### config.mk
export PLATFORM = sky130hd
export DESIGN_NAME = alu_arbiter
export DESIGN_NICKNAME = d
export VERILOG_FILES = /design/src/rtl/alu_arbiter.sv
export SDC_FILE = /design/constraint.sdc
export NUM_CORES = 1
export LEC_CHECK = 0
export BUFFER_PORTS_ARGS = -buffer_cell sky130_fd_sc_hd__buf_4
export CORE_UTILIZATION = 40
export DETAILED_ROUTE_END_ITERATION = 16
export GPL_TIMING_DRIVEN = 1
export PLACE_DENSITY = 0.75
export SLEW_MARGIN = 5
export SYNTH_ARGS = -nofsm -noshare
export SYNTH_HDL_FRONTEND = slang
export SYNTH_SLANG_ARGS = --single-unit
### constraint.sdc
create_clock -name clk -period 2.5 [get_ports clk]
set_clock_uncertainty 0.15 [all_clocks]
set_input_delay 0.125 -clock clk [delete_from_list [all_inputs] [get_ports clk]]
set_output_delay 0.125 -clock clk [all_outputs]
set_load 0.05 [all_outputs]
### src/rtl/alu_arbiter.sv
// Two-requester front end for one shared combinational ALU; one operation in flight at a time.
// Latency: request accepted at edge T, response valid from edge T+1 (EXEC then RESP), issue every 3 cycles minimum.
// Backpressure: req_ready drops outside IDLE; the response is held stable until the owner asserts rsp_ready.
module alu_arbiter #(
  parameter int N = 32
) (
  input  logic         clk,
  input  logic         rst,
  input  logic [1:0]   req_valid,
  output logic [1:0]   req_ready,
  input  logic [N-1:0] req0_a,
  input  logic [N-1:0] req0_b,
  input  logic [3:0]   req0_sel,
  input  logic [N-1:0] req1_a,
  input  logic [N-1:0] req1_b,
  input  logic [3:0]   req1_sel,
  output logic [1:0]   rsp_valid,
  input  logic [1:0]   rsp_ready,
  output logic [N-1:0] rsp_result,
  output logic [3:0]   rsp_flags,
  output logic [N-1:0] alu_a,
  output logic [N-1:0] alu_b,
  output logic [3:0]   alu_sel,
  input  logic [N-1:0] alu_result,
  input  logic         alu_zero,
  input  logic         alu_overflow,
  input  logic         alu_sign,
  input  logic         alu_carry,
  output logic         busy
);

  typedef enum logic [1:0] {
    IDLE = 2'd0,
    EXEC = 2'd1,
    RESP = 2'd2
  } state_t;

  state_t       state_q, state_d;
  logic [N-1:0] alu_a_q, alu_a_d;
  logic [N-1:0] alu_b_q, alu_b_d;
  logic [3:0]   alu_sel_q, alu_sel_d;
  logic [N-1:0] rsp_result_q, rsp_result_d;
  logic [3:0]   rsp_flags_q, rsp_flags_d;
  logic         owner_q, owner_d;
  // last_q holds the requester granted most recently; the other one wins a tie.
  logic         last_q, last_d;

  logic         grant_idx;
  logic         req_fire;
  logic         rsp_fire;

  // Arbitration winner and the request-side handshake; ready is gated by reset so nothing is seen as accepted while held in reset.
  always_comb begin
    grant_idx = 1'b0;
    case (req_valid)
      2'b10:   grant_idx = 1'b1;
      2'b11:   grant_idx = ~last_q;
      default: grant_idx = 1'b0;
    endcase
    req_ready = 2'b00;
    if (state_q == IDLE && rst) begin
      req_ready[grant_idx] = req_valid[grant_idx];
    end
    req_fire = |(req_valid & req_ready);
  end

  // Response side: only the owner's bit is ever raised, so the non-owner's rsp_ready drops out of the AND.
  always_comb begin
    rsp_valid = 2'b00;
    if (state_q == RESP) begin
      rsp_valid[owner_q] = 1'b1;
    end
    rsp_fire = |(rsp_valid & rsp_ready);
  end

  // Next-state and datapath loads for the IDLE -> EXEC -> RESP cycle.
  always_comb begin
    state_d      = state_q;
    alu_a_d      = alu_a_q;
    alu_b_d      = alu_b_q;
    alu_sel_d    = alu_sel_q;
    rsp_result_d = rsp_result_q;
    rsp_flags_d  = rsp_flags_q;
    owner_d      = owner_q;
    last_d       = last_q;
    case (state_q)
      IDLE: begin
        if (req_fire) begin
          alu_a_d   = grant_idx ? req1_a   : req0_a;
          alu_b_d   = grant_idx ? req1_b   : req0_b;
          alu_sel_d = grant_idx ? req1_sel : req0_sel;
          owner_d   = grant_idx;
          last_d    = grant_idx;
          state_d   = EXEC;
        end
      end
      EXEC: begin
        // The ALU has had a full cycle on the registered operands; capture once and never again.
        rsp_result_d = alu_result;
        rsp_flags_d  = {alu_zero, alu_overflow, alu_sign, alu_carry};
        state_d      = RESP;
      end
      RESP: begin
        if (rsp_fire) begin
          state_d = IDLE;
        end
      end
      default: state_d = IDLE;
    endcase
  end

  // All state; reset abandons any operation in flight and re-arms requester 0 for the first tie.
  always_ff @(posedge clk or negedge rst) begin
    if (!rst) begin
      state_q      <= IDLE;
      alu_a_q      <= '0;
      alu_b_q      <= '0;
      alu_sel_q    <= '0;
      rsp_result_q <= '0;
      rsp_flags_q  <= '0;
      owner_q      <= 1'b0;
      last_q       <= 1'b1;
    end else begin
      state_q      <= state_d;
      alu_a_q      <= alu_a_d;
      alu_b_q      <= alu_b_d;
      alu_sel_q    <= alu_sel_d;
      rsp_result_q <= rsp_result_d;
      rsp_flags_q  <= rsp_flags_d;
      owner_q      <= owner_d;
      last_q       <= last_d;
    end
  end

  assign alu_a      = alu_a_q;
  assign alu_b      = alu_b_q;
  assign alu_sel    = alu_sel_q;
  assign rsp_result = rsp_result_q;
  assign rsp_flags  = rsp_flags_q;
  assign busy       = (state_q != IDLE);

endmodule

=== Word level (Yosys, flattened, before mapping) ===
Index checks and enable logic that the tools add are counted.

* $add $sub $neg: 0
* $mul: 0
* Div/mod/pow operators: 0
* Order comparisons: 4
* Equality and inequality tests: 6
* Shift-type cells: 0
* Mux-type cells: 15
* Bitwise gates (word level): 4
* Reductions and logical operators: 9

{| class="wikitable"
|+ Operator list
! kind !! count
|-
| 2-to-1 mux 32 bit || 2
|-
| 2-to-1 mux 2 bit || 4
|-
| bitwise AND 2 bit || 3
|-
| == test 2 bit, second input constant || 3
|-
| case mux 2 bit (3 select lines) || 1
|-
| less-than comparator 1 x 2 -> 1 bit, second input constant || 2
|-
| 2-to-1 mux 1 bit || 4
|-
| 2-to-1 mux 4 bit || 1
|-
| inequality test 2 bit, second input constant || 2
|-
| AND reduction 2 bit || 2
|-
| OR reduction 2 bit || 2
|-
| logical AND 1 bit || 3
|-
| demux 1 bit (select 1 bit) || 2
|-
| == test 2 x 1 -> 1 bit, second input constant || 1
|-
| >= comparator 1 bit, second input constant || 2
|-
| zero test 2 bit || 1
|-
| case mux 1 bit (2 select lines) || 1
|-
| nonzero test 2 bit || 1
|-
| NOT 1 bit || 1
|}

* Bits in registers: 108
* Latch bits: 0
* Memory bits (writable): 0
* Bits in read-only memories: 0
* Logic and storage cells: 46
* Memories: 0

=== Depth between registers and ports, before layout ===
* Depth after elaboration: 12
* Gate-level depth with buffers: 6

=== Least setup slack after synthesis ===
No wires, ideal clock.

* Kind: register to register
* From: reg state_q[0]
* To: reg alu_a_q[10], in the netlist alu_a[10]
* Library setup time: 0.189 ns
* Arrival time: 1.651 ns
* Path slack: 0.510 ns
* Stages on the path, launching flop included: 6
* Path buffers: 2
* Cell sequence: dfrtp_1 -> nor3b_1 -> and3_1 -> buf_2 -> clkbuf_1 -> a222oi_1

* Longest elaborated chain between the ends: 6

{| class="wikitable"
|+ Ends and longest elaborated chain
! item !! line !! RTL
|-
| start: declaration || 38 || <nowiki>state_t state_q, state_d;</nowiki>
|-
| start signal: assignment || 124 || <nowiki>state_q <= state_d;</nowiki>
|-
| zero test 2 bit || 61 || <nowiki>if (state_q == IDLE && rst) begin</nowiki>
|-
| logical AND 1 bit || 61 ||
|-
| 2-to-1 mux 2 bit || 61 ||
|-
| named net req_ready[1] || 10 || <nowiki>output logic [1:0] req_ready,</nowiki>
|-
| bitwise AND 2 bit || 64 || <nowiki>req_fire = |(req_valid & req_ready);</nowiki>
|-
| OR reduction 2 bit || 64 ||
|-
| AND reduction 2 bit (no line) || -- ||
|-
| end signal: assignment || 125 || <nowiki>alu_a_q <= alu_a_d;</nowiki>
|-
| end: declaration || 39 || <nowiki>logic [N-1:0] alu_a_q, alu_a_d;</nowiki>
|}

The timed path passes the listed nets, and every way through them passes these cells.
A chain may end at the register's enable or synchronous reset.

=== Worst setup path in the final report ===
* From: in rst
* To: out req_ready[0]

* Longest elaborated chain between the ends: 2

{| class="wikitable"
|+ Ends and longest elaborated chain
! item !! line !! RTL
|-
| start: declaration || 8 || <nowiki>input logic rst,</nowiki>
|-
| logical AND 1 bit || 61 ||
|-
| 2-to-1 mux 2 bit || 61 ||
|-
| end: declaration || 10 ||
|}

Every way passes these cells.

==> PnR_summary.wiki <==
{| class="wikitable"
! Metric !! Value
|-
| Status || finished, final reports clean
|-
| Half-perimeter wire length of the detailed placement result || ~11,000 um
|-
| Vias || ~5,200
|-
| Syn Nets || around 600
|-
| Maximum operating frequency || around 440 MHz
|-
| Smallest setup slack after layout || 0.232 ns
|-
| Boundary pin count || 287
|-
| Initial core utilization || 0.411
|-
| Number of cells traversed by the worst register-to-register path || 4
|-
| Cell-by-cell listing of the critical path || dlygate4sd3_1 -> buf_4 -> or3b_2 -> nor3b_4 -> buf_4 -> buf_4
|-
| Die outline height || about 110 um
|-
| Cell type contributing the most total cell area after synthesis || sky130_fd_sc_hd__dfrtp_1
|-
| Yosys reg bits || around 110
|-
| Synthesis Warnings || 0
|-
| Most instantiated flip-flop cell in the synthesis netlist || sky130_fd_sc_hd__dfrtp_1
|-
| Arrival time of the worst setup path || slightly below 2 ns
|-
| End of the worst hold path || alu_b[26]$_DFFE_PN0P_
|-
| Initial DRC Count || about 360
|-
| Via count of the first global-routing pass || ~5,200
|-
| CTS clock-pin slew for the worst setup and hold paths || 0.07 ns
|-
| Synth-to-layout area growth || 81.7%
|-
| Fraction of the cycle the final worst path needs || 0.907
|-
| Floorplan core area || approximately 0.011 mm^2
|-
| Synth cell types || 24
|-
| Synthesized cell area || between 0.004 and 0.005 mm^2
|-
| Kind of cell with the highest combined delay on the critical path || buffers and inverters
|-
| Category of the worst setup path launch point || input pin
|-
| Area of combinational cells with multiple inputs || ~0.0017 mm^2
|-
| Post-Place Setup Slack || roughly 0.41 ns
|-
| Fraction of layout cells with a size suffix above 1 || 0.438
|-
| Met3 track demand over resource in global routing || 0.0538
|-
| Capturing point of the worst reg2reg path || alu_a[13]$_DFFE_PN0P_
|-
| Dominant cell type by count on the critical path || sky130_fd_sc_hd__buf_4
|-
| Remaining design rule violation count || 0
|-
| Total power per unit cell area || around 1300 mW/mm^2
|-
| Slowest-stage cell, CP || sky130_fd_sc_hd__dlygate4sd3_1
|-
| Sequential cell area || between 0.002 and 0.003 mm^2
|-
| Non-Filler Cell Area, Final || between 0.008 and 0.009 mm^2
|-
| Clock root buffer || sky130_fd_sc_hd__clkbuf_16
|-
| Max-slew headroom || 0.570
|-
| Met2 track utilization from global routing || 0.526
|-
| Worst-path maximum fanout || 18
|-
| Min-Delay Path Class || in2reg
|-
| Setup slack, reg-to-reg || 0.47 ns
|-
| Via density per instance || about 5.4
|-
| Worst hold path depth || 4
|-
| Antenna cells || 0
|-
| Horizontal die dimension || ~110 um
|-
| Global-route wire length before repair || roughly 27,000 um
|-
| Worst setup EP type || output port
|-
| Peak per-stage delay on the critical path || around 0.54 ns
|-
| Number of levels in the clock H-tree || 3
|-
| Number of setup buffers added after CTS || 0
|-
| Post-Synthesis Cells || 420
|-
| Final hold vios || 0
|-
| Beginning of the worst hold path || req0_b[26]
|-
| Number of iterations in the first detailed-routing pass || 8
|-
| Buffering stage count on the worst path with inverters included || 4
|-
| Post-layout min period || between 2 and 2.5 ns
|-
| Sequential-to-total area share from yosys stat || 0.574
|-
| TritonCTS Buffers || 9
|-
| RSZ-0062 raised after global routing || false
|-
| Met1 global-route usage || 0.331
|-
| Final count of pins violating max slew || 0
|-
| Standard-cell row count || 39
|-
| Required time worst endpoint || between 2 and 2.5 ns
|-
| Share of flip-flops with an asynchronous set or reset || 1.00
|-
| Overall global routing resource usage || 0.286
|-
| Maximum number of pins on one net before global-route repair || about 70
|-
| Tightest Pin Transition || between 0.6 and 0.7 ns
|-
| Most Crowded Layer GR || met2
|-
| Number of antenna violations at the first check in global routing || 0
|-
| Sum Neg Setup Slack || 0 ns
|-
| Routed Wire Length || ~18,000 um
|-
| Clock buffer depth || 2
|-
| Final antenna-violating net count || 0
|-
| Clock sink count || 108
|-
| Category of the most critical setup path || in2out
|-
| Worst R2R Start || state_q[0]$_DFFE_PN0P_
|-
| Routability cong. || around 0.81
|-
| Overall power || between 0.01 and 0.015 W
|-
| Placed Instance Area || ~0.0070 mm^2
|-
| Clock Latency Late Sink || 0.34 ns
|-
| Leakage power total || between 4 and 5 nW
|-
| Net count of the finished layout || just under 1,000
|-
| Final setup violation count || 0
|-
| Max-cap violations || 0
|-
| Final global-route overflow total || 0
|-
| Number of buffer cells added on primary ports || 286
|-
| Area share of the leading cell type in the synthesized netlist || 0.568
|-
| Number of synthesized flops with an enable pin || 0
|-
| Number of inserted filler cells in the final layout || slightly above 700
|-
| Die ar. || 0.0122 mm^2
|-
| Ranking of synthesized cells by instance count || 107 x sky130_fd_sc_hd__dfrtp_1, 53 x sky130_fd_sc_hd__nand2_1, 52 x sky130_fd_sc_hd__a221o_1, 52 x sky130_fd_sc_hd__nor3_1, 50 x sky130_fd_sc_hd__inv_1
|-
| Most used standard cell by instance count after synthesis || sky130_fd_sc_hd__dfrtp_1
|-
| Leading post-synthesis cells by cell area || sky130_fd_sc_hd__dfrtp_1 57%, sky130_fd_sc_hd__a221o_1 11%, sky130_fd_sc_hd__mux2_2 8.8%
|-
| Maximum resistive drop on vdd || around 1100 uV
|-
| Synthesized area per cell || ~11 um^2
|-
| TritonCTS clock tree || done
|-
| Routed len/inst || between 15 and 20 um
|}
==> worst min-delay path: cells and delay by family <==
| kind | cells | cell delay (ns) |
|---|---|---|
| compound gates | 1 | 0.12 |
| buf+inv | 1 | 0.08 |
| simple gates | 2 | 0.16 |
==> area by class of cell <==
cell class | count | area share
Multi-Input combinational cell | 224 | 0.196
Clock buffer | 12 | 0.0311
Sequential cell | 108 | 0.316
Clock inverter | 3 | 0.00804
Inverter | 50 | 0.0219
Timing Repair Buffer | 420 | 0.406
Tap cell | 143 | 0.0209
==> routing by layer <==
layer,up-vias,part of all wire
met2,316,0.53
met3,46,0.071
met4,0,0.031
met5,-,0
li1,2289,-
met1,2506,0.37
==> logic make-up (layout without fill, tap and decap cells) <==
group | Yosys count | count (layout) | share of synthesized area
and+or+nand+nor | 115 | 115 | 0.113
buffers and inverters | 88 | 485 | 0.0754
DFF | 108 | 108 | 0.574
AOI/OAI and AO/OA | 72 | 72 | 0.149
muxes | 37 | 37 | 0.0884
==> where the power goes <==
| group | switching, W | internal [W] |
|---|---|---|
| registers | 0.000568 | 0.00260 |
| clock network | 0.000614 | 0.000957 |
| logic | 0.00434 | 0.00224 |
| total | 0.00552 | 0.00580 |
==> what timing repair did <==
item | in CTS | in global routing
gates resized for setup | 0 | 1
endpoints found under the setup margin | 0 | 1
hold buffers | 123 | 0
hold endpoints to repair | 164 | 0
==> sequential cells by signal, indices dropped and copies added (netlist names) <==
register / cells
owner_q: 1
alu_sel: 4
alu_b: 32
rsp_flags: 4
alu_a: 32
last_q: 1
rsp_result: 32
state_q: 2
==> cells in the final DEF, fill, tap and decap left out, types with 2 or more instances in the layout <==
master                          synthesis  final
sky130_fd_sc_hd__buf_4                  0    296
sky130_fd_sc_hd__clkbuf_8               0      3
sky130_fd_sc_hd__mux2_2                37     37
sky130_fd_sc_hd__dlygate4sd3_1          0    123
sky130_fd_sc_hd__nand2_1               53     53
sky130_fd_sc_hd__inv_1                 50     50
sky130_fd_sc_hd__bufinv_16              0      2
sky130_fd_sc_hd__a221o_1               52     52
sky130_fd_sc_hd__nor2_1                 2      2
sky130_fd_sc_hd__nor3_1                52     52
sky130_fd_sc_hd__clkbuf_16              0      9
sky130_fd_sc_hd__a222oi_1              16     16
sky130_fd_sc_hd__dfrtp_1              107    107
==> how the worst max path moves through the flow <==
stage | from | end | slack, ns | cells after the start
final | rst | req_ready[0] | 0.23 | 6
after CTS | rst | req_ready[1] | 0.13 | 6
after global placement | state_q[0]$_DFFE_PN0P_ | alu_b[20]$_DFFE_PN0P_ | 0.51 | 4
after detailed placement | state_q[0]$_DFFE_PN0P_ | alu_a[9]$_DFFE_PN0P_ | 0.41 | 4
after floorplan | state_q[0]$_DFFE_PN0P_ | alu_a[10]$_DFFE_PN0P_ | 0.51 | 5
after global routing | rst | req_ready[0] | 0.14 | 6
==> metrics by stage <==
stage	utilization	cells	hold WS, ns
3_3_place_gp	0.609	822	0.0234
3_5_place_dp	0.609	822	0.0279
2_1_floorplan	-	420	-0.321
6_report	0.746	960	0.0320
5_1_grt	0.746	960	0.0388
4_1_cts	0.746	960	0.0192
No activity file was read; power rests on OpenSTA's default activity.
